## src/rtl/pipe_control_unit_pkg.sv

```systemverilog
`default_nettype none
// ============================================================================
// Module      : pipe_control_unit_pkg
// Description : Opcode constants, ALU-op codes and pipeline control bundles
//               shared by the main pipeline control unit and its decoder.
// Revision    : 1.0 - initial release
// ============================================================================
package pipe_control_unit_pkg;

  localparam logic [5:0] OPCODE_RTYPE = 6'h00;
  localparam logic [5:0] OPCODE_J     = 6'h02;
  localparam logic [5:0] OPCODE_BEQ   = 6'h04;
  localparam logic [5:0] OPCODE_ADDI  = 6'h08;
  localparam logic [5:0] OPCODE_ANDI  = 6'h0C;
  localparam logic [5:0] OPCODE_ORI   = 6'h0D;
  localparam logic [5:0] OPCODE_LW    = 6'h23;
  localparam logic [5:0] OPCODE_SW    = 6'h2B;

  localparam logic [2:0] ALU_OP_NOP    = 3'd0;
  localparam logic [2:0] ALU_OP_ADD    = 3'd1;
  localparam logic [2:0] ALU_OP_SUB    = 3'd2;
  localparam logic [2:0] ALU_OP_AND    = 3'd3;
  localparam logic [2:0] ALU_OP_OR     = 3'd4;
  localparam logic [2:0] ALU_OP_R_TYPE = 3'd7;

  typedef struct packed {
    logic       reg_dst;
    logic       alu_src;
    logic       mem_read;
    logic       mem_write;
    logic       mem_to_reg;
    logic       reg_write;
    logic       branch;
    logic [2:0] alu_op;
  } ctrl_t;

  localparam ctrl_t CTRL_BUBBLE = '{
    reg_dst: 1'b0, alu_src: 1'b0, mem_read: 1'b0, mem_write: 1'b0,
    mem_to_reg: 1'b0, reg_write: 1'b0, branch: 1'b0, alu_op: ALU_OP_NOP
  };

  typedef struct packed {
    ctrl_t      ctrl;
    logic [5:0] funct;
    logic [4:0] rt;
    logic       illegal;
  } id_ex_t;

  localparam id_ex_t ID_EX_BUBBLE = '{
    ctrl: CTRL_BUBBLE, funct: 6'd0, rt: 5'd0, illegal: 1'b0
  };

  typedef struct packed {
    logic mem_read;
    logic mem_write;
    logic branch;
    logic mem_to_reg;
    logic reg_write;
  } ex_mem_t;

  localparam ex_mem_t EX_MEM_BUBBLE = '{
    mem_read: 1'b0, mem_write: 1'b0, branch: 1'b0,
    mem_to_reg: 1'b0, reg_write: 1'b0
  };

  typedef struct packed {
    logic mem_to_reg;
    logic reg_write;
  } mem_wb_t;

  localparam mem_wb_t MEM_WB_BUBBLE = '{mem_to_reg: 1'b0, reg_write: 1'b0};

  function automatic ctrl_t rtype_ctrl();
    ctrl_t c;
    c           = CTRL_BUBBLE;
    c.reg_dst   = 1'b1;
    c.reg_write = 1'b1;
    c.alu_op    = ALU_OP_R_TYPE;
    return c;
  endfunction

endpackage
`default_nettype wire

```

## src/rtl/pipe_control_unit_if.sv

```systemverilog
`default_nettype none
// ============================================================================
// Module      : pipe_control_unit_if
// Description : ID-stage inputs and per-stage control outputs of the pipeline
//               control unit; master is the control unit, slave the datapath.
// Revision    : 1.0 - initial release
// ============================================================================
interface pipe_control_unit_if;

  logic [31:0] instr_id;
  logic        id_valid;
  logic        flush;
  logic        stall;
  logic        id_jump;
  logic [2:0]  ex_alu_op;
  logic [5:0]  ex_funct;
  logic        ex_reg_dst;
  logic        ex_alu_src;
  logic [4:0]  ex_rt;
  logic        mem_read;
  logic        mem_write;
  logic        mem_branch;
  logic        wb_reg_write;
  logic        wb_mem_to_reg;
  logic        illegal_op;

  modport master (
    input  instr_id, id_valid, flush,
    output stall, id_jump, ex_alu_op, ex_funct, ex_reg_dst, ex_alu_src, ex_rt,
           mem_read, mem_write, mem_branch, wb_reg_write, wb_mem_to_reg,
           illegal_op
  );

  modport slave (
    output instr_id, id_valid, flush,
    input  stall, id_jump, ex_alu_op, ex_funct, ex_reg_dst, ex_alu_src, ex_rt,
           mem_read, mem_write, mem_branch, wb_reg_write, wb_mem_to_reg,
           illegal_op
  );

endinterface
`default_nettype wire

```

## src/rtl/pipe_control_unit_main_decoder.sv

```systemverilog
`default_nettype none
// ============================================================================
// Module      : pipe_control_unit_main_decoder
// Description : Combinational opcode -> ID/EX control bundle decoder.
// Revision    : 1.0 - initial release
// ============================================================================
module pipe_control_unit_main_decoder
  import pipe_control_unit_pkg::*;
#(
  parameter bit ILLEGAL_AS_NOP = 1'b1
) (
  input  logic [5:0] opcode,
  input  logic [5:0] funct,
  input  logic [4:0] rt,
  input  logic       valid,
  output id_ex_t     bundle
);

  ctrl_t ctrl;
  logic  known;

  always_comb begin
    ctrl  = CTRL_BUBBLE;
    known = 1'b1;
    case (opcode)
      OPCODE_RTYPE: ctrl = rtype_ctrl();
      OPCODE_LW: begin
        ctrl.alu_src    = 1'b1;
        ctrl.mem_read   = 1'b1;
        ctrl.mem_to_reg = 1'b1;
        ctrl.reg_write  = 1'b1;
        ctrl.alu_op     = ALU_OP_ADD;
      end
      OPCODE_SW: begin
        ctrl.alu_src   = 1'b1;
        ctrl.mem_write = 1'b1;
        ctrl.alu_op    = ALU_OP_ADD;
      end
      OPCODE_BEQ: begin
        ctrl.branch = 1'b1;
        ctrl.alu_op = ALU_OP_SUB;
      end
      OPCODE_ADDI: begin
        ctrl.alu_src   = 1'b1;
        ctrl.reg_write = 1'b1;
        ctrl.alu_op    = ALU_OP_ADD;
      end
      OPCODE_ANDI: begin
        ctrl.alu_src   = 1'b1;
        ctrl.reg_write = 1'b1;
        ctrl.alu_op    = ALU_OP_AND;
      end
      OPCODE_ORI: begin
        ctrl.alu_src   = 1'b1;
        ctrl.reg_write = 1'b1;
        ctrl.alu_op    = ALU_OP_OR;
      end
      OPCODE_J: ctrl = CTRL_BUBBLE;
      default: begin
        known = 1'b0;
        if (!ILLEGAL_AS_NOP) ctrl = rtype_ctrl();
      end
    endcase
  end

  // Jumps resolve in ID, so only the illegal tag ever rides along with a bubble.
  always_comb begin
    bundle = ID_EX_BUBBLE;
    if (valid && opcode != OPCODE_J) begin
      if (!known && ILLEGAL_AS_NOP) begin
        bundle.illegal = 1'b1;
      end else begin
        bundle.ctrl  = ctrl;
        bundle.funct = funct;
        bundle.rt    = rt;
      end
    end
  end

endmodule
`default_nettype wire

```

## src/rtl/pipe_control_unit.sv

```systemverilog
`default_nettype none
// ============================================================================
// Module      : pipe_control_unit
// Description : MIPS 5-stage main control: ID decode, ID/EX, EX/MEM, MEM/WB
//               control registers, load-use stall, bubble and flush handling.
// Revision    : 1.0 - initial release
// ============================================================================
module pipe_control_unit
  import pipe_control_unit_pkg::*;
#(
  parameter bit ILLEGAL_AS_NOP = 1'b1
) (
  input  logic               clk,
  input  logic               reset,
  pipe_control_unit_if.master bus
);

  logic [5:0] id_opcode;
  logic [4:0] id_rs;
  logic [4:0] id_rt;
  logic [5:0] id_funct;
  logic       id_live;
  logic       load_use;
  logic       stall_int;

  id_ex_t  id_decoded;
  id_ex_t  id_ex_d,  id_ex_q;
  ex_mem_t ex_mem_d, ex_mem_q;
  mem_wb_t mem_wb_d, mem_wb_q;

  assign id_opcode = bus.instr_id[31:26];
  assign id_rs     = bus.instr_id[25:21];
  assign id_rt     = bus.instr_id[20:16];
  assign id_funct  = bus.instr_id[5:0];

  // The all-zero word is the canonical nop and must not decode as an R-type write.
  assign id_live = bus.id_valid && (bus.instr_id != 32'h0);

  pipe_control_unit_main_decoder #(
    .ILLEGAL_AS_NOP (ILLEGAL_AS_NOP)
  ) u_main_decoder (
    .opcode (id_opcode),
    .funct  (id_funct),
    .rt     (id_rt),
    .valid  (id_live),
    .bundle (id_decoded)
  );

  assign load_use = id_ex_q.ctrl.mem_read && (id_ex_q.rt != 5'd0) &&
                    ((id_ex_q.rt == id_rs) || (id_ex_q.rt == id_rt)) &&
                    bus.id_valid;
  assign stall_int = load_use && !bus.flush;

  always_comb begin
    id_ex_d = id_decoded;
    if (bus.flush || stall_int) id_ex_d = ID_EX_BUBBLE;

    ex_mem_d = '{
      mem_read:   id_ex_q.ctrl.mem_read,
      mem_write:  id_ex_q.ctrl.mem_write,
      branch:     id_ex_q.ctrl.branch,
      mem_to_reg: id_ex_q.ctrl.mem_to_reg,
      reg_write:  id_ex_q.ctrl.reg_write
    };
    if (bus.flush) ex_mem_d = EX_MEM_BUBBLE;

    // The taken branch sitting in EX/MEM still retires through MEM/WB on a flush.
    mem_wb_d = '{mem_to_reg: ex_mem_q.mem_to_reg, reg_write: ex_mem_q.reg_write};
  end

  always_ff @(posedge clk) begin
    if (reset) begin
      id_ex_q  <= ID_EX_BUBBLE;
      ex_mem_q <= EX_MEM_BUBBLE;
      mem_wb_q <= MEM_WB_BUBBLE;
    end else begin
      id_ex_q  <= id_ex_d;
      ex_mem_q <= ex_mem_d;
      mem_wb_q <= mem_wb_d;
    end
  end

  assign bus.stall         = stall_int;
  assign bus.id_jump       = (id_opcode == OPCODE_J) && bus.id_valid && !bus.flush;
  assign bus.ex_alu_op     = id_ex_q.ctrl.alu_op;
  assign bus.ex_funct      = id_ex_q.funct;
  assign bus.ex_reg_dst    = id_ex_q.ctrl.reg_dst;
  assign bus.ex_alu_src    = id_ex_q.ctrl.alu_src;
  assign bus.ex_rt         = id_ex_q.rt;
  assign bus.illegal_op    = id_ex_q.illegal;
  assign bus.mem_read      = ex_mem_q.mem_read;
  assign bus.mem_write     = ex_mem_q.mem_write;
  assign bus.mem_branch    = ex_mem_q.branch;
  assign bus.wb_reg_write  = mem_wb_q.reg_write;
  assign bus.wb_mem_to_reg = mem_wb_q.mem_to_reg;

endmodule
`default_nettype wire

```

## src/flat_wrapper.sv

```systemverilog
// flat-port wrapper written by rule: the top's interface ports become plain ports
module pipe_control_unit_flat import pipe_control_unit_pkg::*;
#(
  parameter bit ILLEGAL_AS_NOP = 1'b1
)
  (clk, reset, bus_instr_id, bus_id_valid, bus_flush, bus_stall, bus_id_jump, bus_ex_alu_op, bus_ex_funct, bus_ex_reg_dst, bus_ex_alu_src, bus_ex_rt, bus_mem_read, bus_mem_write, bus_mem_branch, bus_wb_reg_write, bus_wb_mem_to_reg, bus_illegal_op);
  pipe_control_unit_if bus_i ();
  input  logic clk;
  input  logic reset;
  input wire logic [$bits(bus_i.instr_id)-1:0] bus_instr_id;
  input wire logic [$bits(bus_i.id_valid)-1:0] bus_id_valid;
  input wire logic [$bits(bus_i.flush)-1:0] bus_flush;
  output wire logic [$bits(bus_i.stall)-1:0] bus_stall;
  output wire logic [$bits(bus_i.id_jump)-1:0] bus_id_jump;
  output wire logic [$bits(bus_i.ex_alu_op)-1:0] bus_ex_alu_op;
  output wire logic [$bits(bus_i.ex_funct)-1:0] bus_ex_funct;
  output wire logic [$bits(bus_i.ex_reg_dst)-1:0] bus_ex_reg_dst;
  output wire logic [$bits(bus_i.ex_alu_src)-1:0] bus_ex_alu_src;
  output wire logic [$bits(bus_i.ex_rt)-1:0] bus_ex_rt;
  output wire logic [$bits(bus_i.mem_read)-1:0] bus_mem_read;
  output wire logic [$bits(bus_i.mem_write)-1:0] bus_mem_write;
  output wire logic [$bits(bus_i.mem_branch)-1:0] bus_mem_branch;
  output wire logic [$bits(bus_i.wb_reg_write)-1:0] bus_wb_reg_write;
  output wire logic [$bits(bus_i.wb_mem_to_reg)-1:0] bus_wb_mem_to_reg;
  output wire logic [$bits(bus_i.illegal_op)-1:0] bus_illegal_op;
  assign bus_i.instr_id = bus_instr_id;
  assign bus_i.id_valid = bus_id_valid;
  assign bus_i.flush = bus_flush;
  assign bus_stall = bus_i.stall;
  assign bus_id_jump = bus_i.id_jump;
  assign bus_ex_alu_op = bus_i.ex_alu_op;
  assign bus_ex_funct = bus_i.ex_funct;
  assign bus_ex_reg_dst = bus_i.ex_reg_dst;
  assign bus_ex_alu_src = bus_i.ex_alu_src;
  assign bus_ex_rt = bus_i.ex_rt;
  assign bus_mem_read = bus_i.mem_read;
  assign bus_mem_write = bus_i.mem_write;
  assign bus_mem_branch = bus_i.mem_branch;
  assign bus_wb_reg_write = bus_i.wb_reg_write;
  assign bus_wb_mem_to_reg = bus_i.wb_mem_to_reg;
  assign bus_illegal_op = bus_i.illegal_op;
  pipe_control_unit #(.ILLEGAL_AS_NOP(ILLEGAL_AS_NOP)) u_core (.clk(clk), .reset(reset), .bus(bus_i));
endmodule
```

## config.mk

```make
export PLATFORM = sky130hd
export DESIGN_NAME = pipe_control_unit_flat
export DESIGN_NICKNAME = d
export VERILOG_FILES = /design/src/rtl/pipe_control_unit_pkg.sv /design/src/rtl/pipe_control_unit_if.sv /design/src/rtl/pipe_control_unit_main_decoder.sv /design/src/rtl/pipe_control_unit.sv /design/src/flat_wrapper.sv
export SDC_FILE = /design/constraint.sdc
export NUM_CORES = 1
export LEC_CHECK = 0
export ABC_AREA = 1
export BUFFER_PORTS_ARGS = -buffer_cell sky130_fd_sc_hd__buf_2
export CORE_UTILIZATION = 47
export DETAILED_ROUTE_END_ITERATION = 12
export GPL_ROUTABILITY_DRIVEN = 0
export PLACE_DENSITY = 0.78
export SLEW_MARGIN = 20
export SYNTH_ARGS = -nofsm -noshare
export SYNTH_HDL_FRONTEND = slang
export SYNTH_SLANG_ARGS = --single-unit
```

## constraint.sdc

```tcl
create_clock -name clk -period 1.8 [get_ports clk]
set_clock_uncertainty 0.1 [all_clocks]
set_input_delay 0.36 -clock clk [delete_from_list [all_inputs] [get_ports clk]]
set_output_delay 0.36 -clock clk [all_outputs]
set_load 0.05 [all_outputs]
```

==> results of run 1 <==
[per-stage QoR]
| step | instances | utilization, % | cell area, sq um | hold slack (ns) | worst slack [ns] |
|---|---|---|---|---|---|
| CTS | 292 | 63.2 | 1800 | 0.0824 | -0.146 |
| finish | 292 | 63.4 | 1810 | 0.0902 | -0.126 |
| floorplan | 206 | - | 1470 | 0.288 | -0.0778 |
| global placement | 287 | 61.2 | 1750 | 0.291 | 0.0387 |
| detailed placement | 287 | 61.2 | 1750 | 0.301 | 0.00226 |
| global route | 292 | 63.4 | 1810 | 0.0790 | -0.239 |
[worst min-delay path by stage]
| stage | to | start | depth (start not counted) | slack (ns) |
|---|---|---|---|---|
| 2_1_floorplan | u_core.bus.wb_reg_write$_SDFF_PP0_ | u_core.ex_mem_q[0]$_SDFF_PP0_ | 2 | 0.29 |
| 3_3_place_gp | u_core.bus.wb_reg_write$_SDFF_PP0_ | u_core.ex_mem_q[0]$_SDFF_PP0_ | 2 | 0.29 |
| 3_5_place_dp | u_core.bus.mem_branch$_SDFF_PP0_ | u_core.id_ex_q[15]$_SDFF_PP0_ | 2 | 0.30 |
| 4_1_cts | u_core.bus.wb_mem_to_reg$_SDFF_PP0_ | reset | 2 | 0.08 |
| 5_1_grt | u_core.bus.wb_mem_to_reg$_SDFF_PP0_ | reset | 2 | 0.08 |
| 6_report | u_core.bus.wb_mem_to_reg$_SDFF_PP0_ | reset | 2 | 0.09 |
[logic make-up after synthesis]
logic type | synth area share, %
buffers and inverters | 18.9
AND/OR/NAND/NOR | 41.4
AO/OA/AOI/OAI | 1.46
XOR/XNOR | 1.20
flip-flops | 37.0
[cell type report]
cell class	count	area, sq um	area share (%)
multi-input combinational	125	658	36.4
sequential	27	549	30.4
timing repair buffer	67	389	21.5
inverter	38	143	7.89
tap	31	38.8	2.15
clock buffer	3	22.5	1.25
clock inverter	1	7.51	0.415
[report_power, final]
group	leakage (nW)	internal [W]	switching, W
clock	0.0139	0.0000852	0.000188
combinational	0.701	0.0000635	0.0000899
sequential	0.220	0.000600	0.00000133
[cells in the final DEF (no fill, tap or decap), drive strengths merged]
cell	count
a31oi	1
o21ai	2
nand2	41
dfxtp	27
nor3	1
nand3	7
nand4	5
clkinvlp	1
buf	67
nor3b	1
clkbuf	3
inv	38
xnor2	2
nor2	64
a21oi	1
[worst reg2reg max path: cells and delay by family, from the launching register on]
family                 cells  cell delay [ns]
flip-flops                 1             0.40
AND/OR/NAND/NOR            8             0.58
buffers and inverters      3             0.35
[timing repair]
item	CTS	global route
cloned	0	0
gates resized for setup	11	2
endpoints found under the setup margin	2	2
buffers inserted	1	0
[per-layer routing]
layer  vias to the layer above  share of wire (%)  track usage (%)
met5                         -                  0                0
met4                         0                2.0             9.52
met3                         6                6.2             3.35
met2                        44                 48             30.6
met1                       539                 44             21.0
li1                        702                  -                -
==> flow_summary.yaml, run 1 <==
synth:
  yosys_warnings: 0
  synth.avg_cell_area_sq_um: 7.08
  synth_fp_nets: 242
  synth_ff_type: "dfxtp_1"
  yosysMostFrequentCell: "nor2_1"
  synth_area_leaders: "dfxtp_1, nor2_1, nor2_4"
  synth-edff-count: 0
  async_flop_share_pct: 0
  synth_top_area_share_pct: 37.0
  ys_seq_area_share_pct: 37.0
  syn-cell-area_sq_um: 1460
  ys_top_cells_by_count: "nor2_1, nand2_1, inv_1"
  ys_types: 21
  ys_seq_elements: 27
  syn_inst: 206
  yosysTopAreaCell: "dfxtp_1"
critical_path:
  end_kind: "output pin"
  worstPathMaxFanout: 5
  crit_path_max_incr_delay_ns: 0.40
  cp_num_cells: 9
  path_class: "flip-flop to output pin"
  worstPathRequired_ns: 1.34
  path_cells: "inv_2 -> nand2_1 -> nand2_1 -> nor2_1 -> nand3_1 -> nand2_1 -> nand2_2 -> nor2_2 -> buf_6"
  path_common_cell: "nand2_1"
  crit_arrival_ns: 1.47
  reg2reg_to: "u_core.bus.ex_funct[4]$_SDFF_PP0_"
  cp_top_family: "simple AND/OR/NAND/NOR gates"
  path_buf_inv: 2
  cp-endpoint: "bus_stall"
  slowest_stage: "dfxtp_2"
  start_kind: "flip-flop"
  crit_start: "u_core.bus.ex_rt[1]$_SDFF_PP0_"
  rr_worst_depth: 11
  rr_startpoint: "u_core.bus.ex_rt[1]$_SDFF_PP0_"
  r2r_slack_ns: 0.29
clocking:
  cts_root_buf: "clkbuf_4"
  cts_tree: "built"
  hold_buffers: 0
  clkTransAtPathRegs_ns: 0.15
  cts.path.max_buffers: 2
  clock-sinks: 27
  cts_max_level: 1
  clkLatencyLatePin_ns: 0.33
  numCtsBuffers: 3
drt:
  drtPass1Iterations: 8
  vias_per_cell: 4.42
  drt-wirelength-per-cell_microns: 9.05
  vias: 1291
  dr.first_iter.drc_count: 47
  drc_errors: 5
  ant_nets: 0
  wl_microns: 2640
sta:
  finalSetupTns_ns: -0.126
  setup_violations: 1
  final-max-slew-violation-count: 0
  timing.fmax_mhz: 519
  fin_ws_ns: -0.126
  period_needed_ns: 1.93
  worst_pin_slew_ns: 0.258
  fin_crit_sh_pct: 107
  rsz0062_at_grt: "yes"
  hold_viol: 0
  slew_headroom_pct: 82.6
die:
  die_h_microns: 57.7
  initial_core_util_pct: 51.1
  rows: 19
  core_region_area_sq_um: 2850
  die-area_sq_um: 3330
  die_w_microns: 57.7
  top_level_ports: 60
finish:
  fin_nets: 298
  insertedDiodeCount: 0
  syn2layout_area_growth_pct: 23.9
  largest_register_ff_count: 6
  fill_cells: 286
  drive_above_1_share_pct: 40.6
status:
  status: "finished, violations left"
  failed_checks: "design-rule violations, negative setup slack"
global_routing:
  grt_pass1_wl_microns: 4550
  antenna_found_initial: 0
  grt_max_degree: 17
  grt_pass1_vias: 1177
  grt_overflow: 0
  grtUsageTotal_pct: 17.8
power_and_ir_drop:
  leakage_nw: 0.936
  power_w: 0.00103
  ir_worst_vdd_mv: 0.246
  cellPowerDensity_nw_per_um2: 568
run:
  maxCapViolations: 0
placed_design:
  io_buffers: 59
  dpl.hpwl_microns: 2150
worst_hold_path:
  hp-class: "input port to flip-flop"
Power figures use the tool's default switching activity.
==> inputs of run 2 (changes only) <==
CELL_PAD_IN_SITES_DETAIL_PLACEMENT = 0   (was unset)
CELL_PAD_IN_SITES_GLOBAL_PLACEMENT = 1   (was unset)
CORE_UTILIZATION = 35   (was 47)
PLACE_DENSITY = unset   (was 0.78)
PLACE_DENSITY_LB_ADDON = 0.1   (was unset)
clock period = 2.4 ns   (was 1.8 ns; I/O delays follow)
==> run 2 against run 1 <==
The run now ends clean. Register-to-register slack better by 0.49 ns. Routed wire length grew 1.8%. Die area is 33% higher. Critical endpoint unchanged.
==> flow_summary.yaml, run 2 (same netlist as run 1, synthesis figures left out) <==
status:
  status: "finished, final reports clean"
critical_path:
  rr_worst_depth: 8
  end_kind: "output pin"
  crit_arrival_ns: 1.61
  worstPathMaxFanout: 4
  worstPathRequired_ns: 1.82
  start_kind: "flip-flop"
  path_class: "flip-flop to output pin"
clocking:
  hold_buffers: 0
  cts_resized: 0
  cts.path.max_buffers: 2
  post-cts-setup-buffers: 0
  cts_root_buf: "clkbuf_8"
  cts_tree: "built"
  clkLatencyLatePin_ns: 0.27
  clkTransAtPathRegs_ns: 0.10
  cts_max_level: 1
  clock-sinks: 27
  numCtsBuffers: 3
finish:
  insertedDiodeCount: 0
  syn2layout_area_growth_pct: 19.1
  fin_nets: 290
  multi_input_area_sq_um: 648
  layout_commonest_cell: "buf_2"
  layout_common_cells: "buf_2, nor2_1, nand2_1, inv_1, dfxtp_1"
  largest_register_ff_count: 6
  fill_cells: 454
  seq_area_sq_um: 541
  drive_above_1_share_pct: 34.8
global_routing:
  grt_pass1_vias: 1085
  grt_overflow: 0
  grtUsageTotal_pct: 13.1
  antenna_found_initial: 0
  grt_pass1_wl_microns: 4440
  grt_max_degree: 20
placed_design:
  io_buffers: 59
  dpl.hpwl_microns: 2170
power_and_ir_drop:
  leakage_nw: 0.890
  cellPowerDensity_nw_per_um2: 472
  ir_worst_vdd_mv: 0.168
  power_w: 0.000821
drt:
  drt-wirelength-per-cell_microns: 8.88
  dr.first_iter.drc_count: 32
  drtPass1Iterations: 4
  drc_errors: 0
  wl_microns: 2690
  ant_nets: 0
  vias_per_cell: 4.06
  vias: 1229
sta:
  fin_crit_sh_pct: 91.2
  finalSetupTns_ns: 0
  final-max-slew-violation-count: 0
  timing.fmax_mhz: 457
  worst_pin_slew_ns: 0.446
  rsz0062_at_grt: "no"
  setup_violations: 0
  period_needed_ns: 2.19
  hold_viol: 0
  slew_headroom_pct: 70.3
worst_hold_path:
  hp-class: "input port to flip-flop"
  hold_depth: 2
die:
  top_level_ports: 60
  die-area_sq_um: 4430
  die_w_microns: 66.6
  initial_core_util_pct: 36.5
  core_region_area_sq_um: 4000
  die_h_microns: 66.6
  rows: 23
run:
  maxCapViolations: 0
## run 2: cell type report
class                   instances  share of cell area, %
inverters                      38                   8.21
multi-input cells             125                   37.3
well taps                      50                   3.60
repair buffers                 59                   17.0
flip-flops and latches         27                   31.1
clock inverters                 1                  0.432
clock buffers                   3                   2.38
## run 2: final timing paths
check / from / to / slack [ns]
worst max-delay path: u_core.bus.ex_rt[3]$_SDFF_PP0_ / bus_stall / 0.21
worst min-delay path: reset / u_core.bus.wb_mem_to_reg$_SDFF_PP0_ / 0.28
worst max register to register: u_core.bus.ex_rt[0]$_SDFF_PP0_ / u_core.id_ex_q[15]$_SDFF_PP0_ / 0.78
worst min register to register: u_core.ex_mem_q[0]$_SDFF_PP0_ / u_core.bus.wb_reg_write$_SDFF_PP0_ / 0.30
## run 2: report_power, final
group	internal (W)	total, W	switching, W	leakage [nW]
logic	0.0000422	0.000108	0.0000654	0.650
clock network	0.000118	0.000262	0.000144	0.0217
registers	0.000450	0.000451	0.00000106	0.218
total	0.000610	0.000821	0.000211	0.890
## run 2: metal layers
layer	vias up	global-route usage (%)	part of all wire, %
li1	685	-	-
met1	500	17.8	52
met2	40	20.7	41
met3	4	2.05	5.7
met4	0	4.79	1.0
met5	-	0	0
## run 2: stage by stage
stage / utilization (%) / std cells / hold slack (ns) / instance area [sq um] / setup slack [ns]
after global placement: 42.2 / 299 / 0.291 / 1690 / 0.319
after global routing: 43.4 / 303 / 0.277 / 1740 / 0.0121
after CTS: 43.4 / 303 / 0.278 / 1740 / 0.171
after floorplan: - / 206 / 0.288 / 1460 / 0.217
final: 43.4 / 303 / 0.281 / 1740 / 0.212
after detailed placement: 42.2 / 299 / 0.294 / 1690 / 0.319
## run 2: critical path: stages (launching register included)
cell and delay, ns:
dfxtp_1 0.39, inv_1 0.08, nand2_1 0.06, nand2_1 0.05, nor2_1 0.13, nand3_1 0.08
nand2_1 0.07, nand2_1 0.12, nor2_1 0.10, buf_2 0.26
